$ cat src/rtl/kbd_event_queue.sv
// kbd_event_queue
// ---------------------------------------------------------------------------
// Keyboard front-end for the virtio-input keyboard device. Raw PS/2 set-2
// bytes are decoded (F0 break, E0 extended, E1 Pause prefixes) into key
// events, which are queued in a DEPTH-entry first-word-fall-through FIFO and
// drained by the micro-controller with a valid/ready handshake. A paced
// interrupt request is raised while events are pending.
//
// Optional feature (compile-time macro): KBD_TYPEMATIC_FILTER_EN
//   When defined, a 512-bit pressed-key bitmap indexed by {ext, code}
//   suppresses typematic repeats of keys that are already held down.
//
// Parameters:
//   DEPTH      FIFO entries, power of 2, 2..256
//   IRQ_PERIOD cycles between interrupt opportunities, >= 2
//   E1_SKIP    bytes discarded after an E1 prefix
//
// Ports:
//   CLK        clock
//   RST_X      synchronous active-low reset
//   rx_en      one-cycle strobe, rx_data valid
//   rx_data    received scancode byte
//   ev_valid   FIFO head valid
//   ev_data    head event {6'b0, extended, press, code}; 0 when empty
//   ev_ready   pop head when ev_valid && ev_ready
//   irq_en     interrupt pacing enable
//   irq_req    one-cycle interrupt request pulse
//   count      entries held
//   ovf        sticky overflow (event dropped while full)
//   ovf_clr    clears ovf
// ---------------------------------------------------------------------------
module kbd_event_queue #(
    parameter int DEPTH      = 16,
    parameter int IRQ_PERIOD = 262144,
    parameter int E1_SKIP    = 7
) (
    input  logic                     CLK,
    input  logic                     RST_X,
    input  logic                     rx_en,
    input  logic [7:0]               rx_data,
    output logic                     ev_valid,
    output logic [15:0]              ev_data,
    input  logic                     ev_ready,
    input  logic                     irq_en,
    output logic                     irq_req,
    output logic [$clog2(DEPTH):0]   count,
    output logic                     ovf,
    input  logic                     ovf_clr
);

    localparam int AW = $clog2(DEPTH);
    localparam int TW = $clog2(IRQ_PERIOD);
    localparam int SW = (E1_SKIP > 0) ? $clog2(E1_SKIP + 1) : 1;

    localparam logic [2:0] ST_IDLE    = 3'd0;
    localparam logic [2:0] ST_BRK     = 3'd1;
    localparam logic [2:0] ST_EXT     = 3'd2;
    localparam logic [2:0] ST_EXT_BRK = 3'd3;
    localparam logic [2:0] ST_SKIP    = 3'd4;

    // ------------------------------------------------------------------
    // Scancode decoder
    // ------------------------------------------------------------------
    logic [2:0]    state_q, state_d;
    logic [SW-1:0] skip_q, skip_d;
    logic          dec_push;
    logic          dec_ext;
    logic          dec_press;
    logic [9:0]    dec_word;

    always_comb begin
        state_d   = state_q;
        skip_d    = skip_q;
        dec_push  = 1'b0;
        dec_ext   = 1'b0;
        dec_press = 1'b0;
        if (rx_en) begin
            case (state_q)
                ST_IDLE: begin
                    case (rx_data)
                        8'hF0: state_d = ST_BRK;
                        8'hE0: state_d = ST_EXT;
                        8'hE1: begin
                            // With nothing to skip the Pause prefix is simply dropped.
                            if (E1_SKIP > 0) begin
                                state_d = ST_SKIP;
                                skip_d  = SW'(E1_SKIP);
                            end
                        end
                        // Controller replies (ACK, BAT, resend, errors) are not keys.
                        8'h00, 8'hAA, 8'hFA, 8'hFE, 8'hFF: ;
                        default: begin
                            dec_push  = 1'b1;
                            dec_press = 1'b1;
                        end
                    endcase
                end
                ST_BRK: begin
                    dec_push = 1'b1;
                    state_d  = ST_IDLE;
                end
                ST_EXT: begin
                    if (rx_data == 8'hF0) begin
                        state_d = ST_EXT_BRK;
                    end else if (rx_data != 8'hE0) begin
                        dec_push  = 1'b1;
                        dec_ext   = 1'b1;
                        dec_press = 1'b1;
                        state_d   = ST_IDLE;
                    end
                end
                ST_EXT_BRK: begin
                    dec_push = 1'b1;
                    dec_ext  = 1'b1;
                    state_d  = ST_IDLE;
                end
                ST_SKIP: begin
                    skip_d = skip_q - 1'b1;
                    if (skip_q <= SW'(1)) begin
                        state_d = ST_IDLE;
                    end
                end
                default: state_d = ST_IDLE;
            endcase
        end
    end

    assign dec_word = {dec_ext, dec_press, rx_data};

    always_ff @(posedge CLK) begin
        if (!RST_X) begin
            state_q <= ST_IDLE;
            skip_q  <= '0;
        end else begin
            state_q <= state_d;
            skip_q  <= skip_d;
        end
    end

    // ------------------------------------------------------------------
    // FIFO control
    // ------------------------------------------------------------------
    logic [AW-1:0] head_q, head_d;
    logic [AW-1:0] tail_q, tail_d;
    logic [AW:0]   count_q, count_d;
    logic          ovf_q, ovf_d;
    logic          push_req;
    logic          push_ok;
    logic          pop;
    logic          full;
    logic          not_empty;

    assign not_empty = (count_q != '0);
    assign full      = (count_q == (AW + 1)'(DEPTH));
    assign pop       = not_empty && ev_ready;
    // A pop in the same cycle frees the slot the push needs.
    assign push_ok   = push_req && (!full || pop);

`ifdef KBD_TYPEMATIC_FILTER_EN
    logic [511:0] pressed_q, pressed_d;
    logic [8:0]   key_idx;

    assign key_idx  = {dec_ext, rx_data};
    // A press of a key already held down is an autorepeat: drop it silently.
    assign push_req = dec_push && !(dec_press && pressed_q[key_idx]);

    always_comb begin
        pressed_d = pressed_q;
        if (dec_push && !dec_press) begin
            pressed_d[key_idx] = 1'b0;
        end else if (push_ok && dec_press) begin
            // Only a press that actually entered the queue marks the key held.
            pressed_d[key_idx] = 1'b1;
        end
    end

    always_ff @(posedge CLK) begin
        if (!RST_X) begin
            pressed_q <= '0;
        end else begin
            pressed_q <= pressed_d;
        end
    end
`else
    assign push_req = dec_push;
`endif

    always_comb begin
        head_d  = head_q;
        tail_d  = tail_q;
        count_d = count_q;
        if (pop) begin
            head_d = head_q + 1'b1;
        end
        if (push_ok) begin
            tail_d = tail_q + 1'b1;
        end
        case ({push_ok, pop})
            2'b10:   count_d = count_q + 1'b1;
            2'b01:   count_d = count_q - 1'b1;
            default: count_d = count_q;
        endcase
        // A fresh overflow wins over a clear in the same cycle.
        ovf_d = (ovf_q && !ovf_clr) || (push_req && full && !pop);
    end

    always_ff @(posedge CLK) begin
        if (!RST_X) begin
            head_q  <= '0;
            tail_q  <= '0;
            count_q <= '0;
            ovf_q   <= 1'b0;
        end else begin
            head_q  <= head_d;
            tail_q  <= tail_d;
            count_q <= count_d;
            ovf_q   <= ovf_d;
        end
    end

    // Event storage; only 10 bits carry information, the upper 6 are zero.
    logic [9:0] mem [DEPTH];

    always_ff @(posedge CLK) begin
        if (push_ok) begin
            mem[tail_q] <= dec_word;
        end
    end

    // ------------------------------------------------------------------
    // Interrupt pacing
    // ------------------------------------------------------------------
    logic [TW-1:0] timer_q, timer_d;
    logic          timer_wrap;
    logic          irq_q;

    assign timer_wrap = (timer_q == TW'(IRQ_PERIOD - 1));
    assign timer_d    = timer_wrap ? '0 : timer_q + 1'b1;

    always_ff @(posedge CLK) begin
        if (!RST_X) begin
            timer_q <= '0;
            irq_q   <= 1'b0;
        end else begin
            timer_q <= timer_d;
            irq_q   <= timer_wrap && irq_en && not_empty;
        end
    end

    // ------------------------------------------------------------------
    // Outputs: all derived from registered state
    // ------------------------------------------------------------------
    assign ev_valid = not_empty;
    // Forced to zero when empty so stale storage never shows after reset.
    assign ev_data  = not_empty ? {6'b0, mem[head_q]} : 16'h0000;
    assign irq_req  = irq_q;
    assign count    = count_q;
    assign ovf      = ovf_q;

endmodule

$ cat config.mk
export PLATFORM = sky130hd
export DESIGN_NAME = kbd_event_queue
export DESIGN_NICKNAME = d
export VERILOG_FILES = /design/src/rtl/kbd_event_queue.sv
export SDC_FILE = /design/constraint.sdc
export NUM_CORES = 1
export LEC_CHECK = 0
export ABC_AREA = 1
export CORE_ASPECT_RATIO = 2
export CORE_MARGIN = 5
export CORE_UTILIZATION = 60
export CTS_BUF_LIST = sky130_fd_sc_hd__clkbuf_2 sky130_fd_sc_hd__clkbuf_4 sky130_fd_sc_hd__clkbuf_8
export DETAILED_ROUTE_END_ITERATION = 8
export PLACE_DENSITY = 0.86
export SYNTH_ARGS = -nofsm -noshare
export SYNTH_HDL_FRONTEND = slang
export SYNTH_SLANG_ARGS = --single-unit
$ cat constraint.sdc
create_clock -name CLK -period 2.5 [get_ports CLK]
set_input_delay 0.25 -clock CLK [delete_from_list [all_inputs] [get_ports CLK]]
set_output_delay 0.25 -clock CLK [all_outputs]
set_load 0.005 [all_outputs]
### Word level (Yosys, flattened, before mapping)

Memory sizes are Yosys's and may differ from the RTL's. A register that Yosys moved wholly into a read port is not among the register bits.
Cells that the tools add are included.

| word-level totals | value |
|---|---|
| register bits after elaboration | 39 |
| memory bits (writable) | 160 |
| input port bits | 14 |
| output and inout port bits | 24 |
| memories kept | 1 |

| operators by class | value |
|---|---|
| add/subtract/negate cells | 6 |
| magnitude comparators | 1 |
| eq/ne operators | 20 |
| multiplexer cells | 22 |
| bitwise operators | 1 |
| reduce and logical (&&, ||, !) cells | 22 |

Memory list:

| memory | depth | width | rd ports | clocked after memory_dff | wr ports | line | source |
|---|---|---|---|---|---|---|---|
| mem | 16 | 10 | 1 | 1 | 1 | 222 | `logic [9:0] mem [DEPTH];` |

Operators by type and width:

| kind | count |
|---|---|
| 8-bit equality test, second input constant | 7 |
| 18-bit by 1-bit adder with 18-bit output, second input constant | 1 |
| 18-bit equality test, second input constant | 1 |
| 3-bit case mux with 3 select lines | 2 |
| 3-bit 2-to-1 mux | 4 |
| 10-bit 2-to-1 mux | 1 |
| 5-bit case mux with 2 select lines | 1 |
| 4-bit by 1-bit adder with 4-bit output, second input constant | 2 |
| 8-bit logical NOT | 1 |
| 1-bit 2-to-1 mux | 8 |
| 4-bit 2-to-1 mux | 2 |
| 8-bit != test, second input constant | 1 |
| 8-bit OR reduction | 1 |
| 1-bit logical AND | 7 |
| 3-bit by 2-bit equality test with 1-bit output, second input constant | 2 |
| 3-bit case mux with 2 select lines | 1 |
| 5-bit by 1-bit adder with 5-bit output, second input constant | 1 |
| 5-bit equality test, second input constant | 1 |
| 5-bit nonzero test | 1 |
| 5-bit by 1-bit subtractor with 5-bit output, second input constant | 1 |
| 4-bit by 2-bit != test with 1-bit output, second input constant | 1 |
| 1-bit case mux with 2 select lines | 2 |
| 4-bit AND reduction | 1 |
| 2-bit nonzero test | 2 |
| 16 further kinds | 20 |

### Depth between registers and ports, before layout

| depth | value |
|---|---|
| depth after elaboration | 8 |
| gate-level depth with buffers | 20 |
| gate-level depth less buffers | 20 |

### Worst setup path after synthesis

OpenSTA, ideal clock, no wires.

| timing | value |
|---|---|
| path kind | flip-flop to flip-flop |
| start point | register state_q[0] |
| end point | register count_q[4] (netlist: count[4]) |
| setup time | 0.115 ns |
| data arrival time | 2.083 ns |
| path slack | 0.302 ns |
| cell stages (with the launch flop) | 20 |
| path buffers | 0 |
| period minus slack after synthesis | 2.198 ns |
| cell sequence | dfxtp_1 > nor2_2 > inv_2 > nor2_4 > nand2_2 > nor2_4 > nand3_2 > nand2_2 > nand2_2 > nand2_1 > inv_1 > fa_1 > nand2_1 > nand2_1 > a21oi_1 > nand2_1 > nand2_1 > nand3_1 > nand2_1 > nor2_1 |

| on the way | value |
|---|---|
| word-level cells in the longest chain between the ends | 7 |

Ends and longest elaborated chain:

| element | line | source |
|---|---|---|
| from (decl) | 64 | `logic [2:0] state_q, state_d;` |
| from (signal assigned) | 135 | `state_q <= state_d;` |
| 3-bit by 2-bit equality test with 1-bit output / 3-bit by 1-bit equality test with 1-bit output (equally long branches) | 78 | `case (state_q)` |
| 2-bit OR reduction (no source line) | - |  |
| 1-bit case mux with 3 select lines * | 78 |  |
| 1-bit 2-to-1 mux * | 77 | `if (rx_en) begin` |
| 1-bit logical AND * | 157 | `assign push_ok = push_req && (!full \|\| pop);` |
| 2-bit by 1-bit equality test with 1-bit output / 2-bit equality test (equally long branches) | 198 | `case ({push_ok, pop})` |
| 5-bit case mux with 2 select lines / 2-bit nonzero test (equally long branches) | - |  |
| to (signal assigned) | 216 | `count_q <= count_d;` |
| to (decl) | 145 | `logic [AW:0] count_q, count_d;` |

Mark *: on every way between the ends. The rest lies on a longest branch, timed or not.
A chain may end at the register's enable or synchronous reset.

==> flow_results.org <==
** Setup path
- Counting both buffers and inverters, the worst setup path holds a total of 4.
- RR Endpoint :: mem[7][9]
- Of all nets on the critical path, the largest fanout is 11.
- Worst-path cell chain :: buf_4 > buf_6 > buf_12 > o21ai_1 > o22ai_1 > nor2_1 > nor2_1 > o21ai_1 > a21oi_2 > buf_2
- The worst setup path is launched from a flip-flop.
- Startpoint-to-endpoint class of the critical path :: reg -> out
- Setup slack of the worst register-to-register path :: 0.23 ns
- For the worst setup path, the data arrival time is 2.26 ns.
- STA classifies the critical path endpoint as a primary output.
- For this design, the slowest cell found on the critical path is dfxtp_4.
- Worst path required time :: 2.25 ns
- Among cell families on the critical path, the largest total delay comes from compound AO/OA/AOI/OAI gates.
- On the worst path, the slowest cell contributes a delay of 0.42 ns.
- In this run the critical register-to-register path is launched from state_q[0].
- Number of cells traversed by the worst register-to-register path :: 13

** CTS
- TritonCTS built the clock tree.
- Number of sinks driven by the clock tree :: 203
- CTS root buf :: clkbuf_8
- After clock tree synthesis, the clock-pin slew on the worst setup and hold paths is 0.07 ns.
- For this design, the CTS-stage hold fixing added 0 buffers.
- CTS Buffer Depth :: 3
- Clock insertion delay at the later pin of the skew report :: 0.55 ns
- H-Tree Depth :: 1
- Inserted Clock Buffers :: 26

** Finish
- Area added between synthesis and finish :: 21.5%
- The net count of the finished layout is 925.
- At the end of the flow the core is filled with cells to 0.736.
- Of the cells placed in the final design, the portion with a size suffix greater than 1 is 0.199.

** Routing
- Detailed-route wire length :: 22600 um
- The highest metal layer carrying signal wires in the routed design is met4.
- Number of remaining DRC errors :: 0
- After detailed routing, the met2 layer carries 11700 um of wire.
- Vias after detailed routing :: 6589
- Iteration-0 DRC count of the detailed router :: 654
- Average routed wire per standard cell :: 20.3 um
- The first detailed-routing pass took 5 iterations.
- The detail route stage leaves a number of antenna-violating nets equal to 0.
- Mean number of vias per cell :: 5.93
- Summed over all nets, wire length on met3 after detailed routing comes to 1780 um.
- In the final routing, the length of wire on met1 measures 7660 um.

** Die
- From bottom edge to top edge, the die measures 179 um.
- The floorplan step defined a die boundary enclosing 17000 um2.
- Standard-cell rows :: 62
- Starting density of the core :: 0.606
- The die is 94.7 um wide.
- Count of boundary I/O pins :: 38
- The floorplan step defined a core boundary enclosing 14200 um2.

** Pwr
- Areal power density over the cells :: 993 nW/um2
- Max rail drop VDD :: 0.845 mV
- The analysis attributes to cell leakage a power of 0.00393 uW.

** Synth
- The synthesized design contains 203 register bits.
- The share of synthesized area in the top cell type comes to 0.559.
- Yosys printed 0 warnings.
- Post-Synthesis Mean Instance Area :: 10.9 um2
- The share of the Yosys chip area taken by registers is 0.659.
- For this run, the leading register cell type out of synthesis is edfxtp_1.
- Summing every instance area after synthesis gives 8600 um2.
- The biggest area contributor in the post-synthesis netlist is edfxtp_1.
- Counting flops with an async set or reset pin after synthesis yields a share of 0.
- Number of synthesized flops with an enable pin :: 160
- The cell count after synthesis came out at 792.
- The netlist uses 42 different library cells.
- Yosys attributes the largest share of cell area to edfxtp_1, dfxtp_1, nor2_1, o21ai_0, nand2_1.

** STA
- On the final layout, the worst hold slack is 0.128 ns.
- Counting I/O delays and the setup requirement, the final critical path takes 2.51 ns.
- The hold violation total from the final report was 0.
- Headroom to the max-slew limit came out at 0.653.
- The number of max-slew violations in the final report was 0.
- Of the available clock period, the critical path in the final layout requires 1.01.
- At the pin with the least slew margin, the transition time is 0.519 ns.
- RSZ-0062 raised after global routing :: true
- The clock arrives with 0.0155 ns of skew.
- Setup violations remaining at the end of the flow were counted as 1.
- Setup TNS after final layout :: -0.0143 ns
- Timing would allow up to 398 MHz.
- Final setup margin :: -0.0143 ns

** Placed design
- Post-DP HPWL :: 13700 um
- GP Congestion :: 0.872
- Port buffering added 31 buffers.

** Status
- Outcome :: finished with violations
- The checks that failed: setup timing.

** Global routing
- Antenna violations before repair :: 1
- The number of global-route vias before repair came to 6675.
- Entering global routing, the biggest net connects 27 pins.
- Overall Global Routing Usage :: 0.270
- For this run the aggregate overflow at the end of global routing stands at 0.
- First-pass GRT wire length :: 34700 um

** Min path
- The startpoint identified for the worst hold timing path is rx_data[3].
- Worst hold path type :: in -> reg
- Along the worst hold path, the cell count comes to 1.
- For hold timing, the worst endpoint is mem[10][3].

** Flow run
- MaxCap Viol Count :: 0
cell usage after synthesis, drive strengths merged (2+ instances only):
| master | instances |
|---|---|
| nor2 | 166 |
| clkinv | 2 |
| nand3 | 27 |
| edfxtp | 160 |
| nor4 | 3 |
| nor3b | 3 |
| a211oi | 2 |
| xor2 | 6 |
| nor3 | 7 |
| clkbuf | 32 |
| dfxtp | 43 |
| nand2 | 73 |
| a21oi | 29 |
| o221ai | 24 |
| o21ai | 106 |
| buf | 8 |
| ha | 11 |
| inv | 52 |
| o22ai | 16 |
| nand4 | 6 |
| a31oi | 5 |
| or2 | 3 |
worst max-delay path by stage:
stage / startpoint / depth (start not counted) / to / slack, ns
floorplan: state_q[0] / 19 / count[4] / 0.30
global placement: rx_data[3] / 21 / count[4] / -0.29
detailed placement: rx_data[3] / 21 / count[4] / -0.45
CTS: flip-flop / 6 / ev_data[5] / -0.20
global route: flip-flop / 10 / ev_data[9] / -0.07
finish: flip-flop / 10 / ev_data[9] / -0.01
area by class of cell:
class,count,area [um2]
Clock buffer,34,437
Inverter,54,211
Multi-Input combinational cell,500,2640
Clock inverter,14,165
Fill cell,864,3740
Tap cell,192,240
Sequential cell,203,5670
Antenna cell,1,2.50
Timing Repair Buffer,114,1080
cell families (layout without fill, tap and decap cells):
kind of cell / count (synthesis) / after routing / share of synthesized area
adder cells (fa/ha/maj): 12 / 12 / 0.0183
other: 1 / 7 / 0.000436
AO/OA/AOI/OAI: 184 / 184 / 0.123
buffers and inverters: 94 / 216 / 0.0447
AND/OR/NAND/NOR: 291 / 291 / 0.148
flip-flops: 203 / 203 / 0.659
XOR/XNOR: 7 / 7 / 0.00713
cells in the final DEF, fill, tap and decap left out, drive strengths merged:
cell type,n
nor2,166
edfxtp,160
o21ai,106
buf,83
nand2,73
inv,53
dfxtp,43
clkbuf,38
a21oi,29
nand3,27
o221ai,24
o22ai,16
clkdlybuf4s50,16
ha,11
clkinv,11
dlymetal6s2s,9
nor3,7
xor2,6
conb,6
nand4,6
a31oi,5
bufinv,4
nor3b,3
or2,3
nor4,3
a211oi,2
diode,1
nand3b,1
and3,1
nor4b,1
xnor2,1
o31ai,1
a31o,1
fa,1
bufbuf,1
dlygate4sd2,1
worst reg2reg max path, cell delays in order (launching register included):
cell and delay (ns):
dfxtp_2 0.35, nor2_4 0.14, inv_2 0.06, nor2_4 0.09, nand2_2 0.08, nor2_4 0.11, nand3_2 0.09, nand2_2 0.09
nand2_2 0.06, buf_4 0.15, nor2_4 0.16, nand2_4 0.09, nor2_1 0.18, buf_4 0.29
power breakdown:
group / switching, uW / total, uW / internal, uW
clock network: 1210 / 2770 / 1560
registers: 176 / 4160 / 3980
logic: 2050 / 3450 / 1410
metrics by stage:
step | std cells | instance area [um2] | total power [uW] | worst slack (ns)
6_report | 1112 | 10500 | 10400 | -0.0143
5_1_grt | 1112 | 10500 | 10900 | -0.0725
4_1_cts | 1107 | 10400 | 10300 | -0.199
3_5_place_dp | 1051 | 9580 | 7280 | -0.445
3_3_place_gp | 1051 | 9580 | 7100 | -0.291
2_1_floorplan | 797 | 8620 | 5840 | 0.302
sequential cells by signal, summed over array words and instances (netlist names), named ones only:
register	count
count	5
head_q	4
irq_req	1
mem	160
ovf	1
skip_q	3
state_q	3
tail_q	4
timer_q	18
what timing repair did:
item | CTS | global route
endpoints found under the setup margin | 10 | 12
setup buffers | 3 | 6
gates resized for setup | 30 | 46
cloned | 5 | 0
pin swaps | 9 | 23
routing by layer:
layer  vias to the layer above  GRT usage
met3                       106     0.0355
met4                         0      0.152
met2                       381      0.475
met5                         -          0
li1                       3011          -
met1                      3091      0.314
Note: power is estimated with default switching activity, not from simulation.
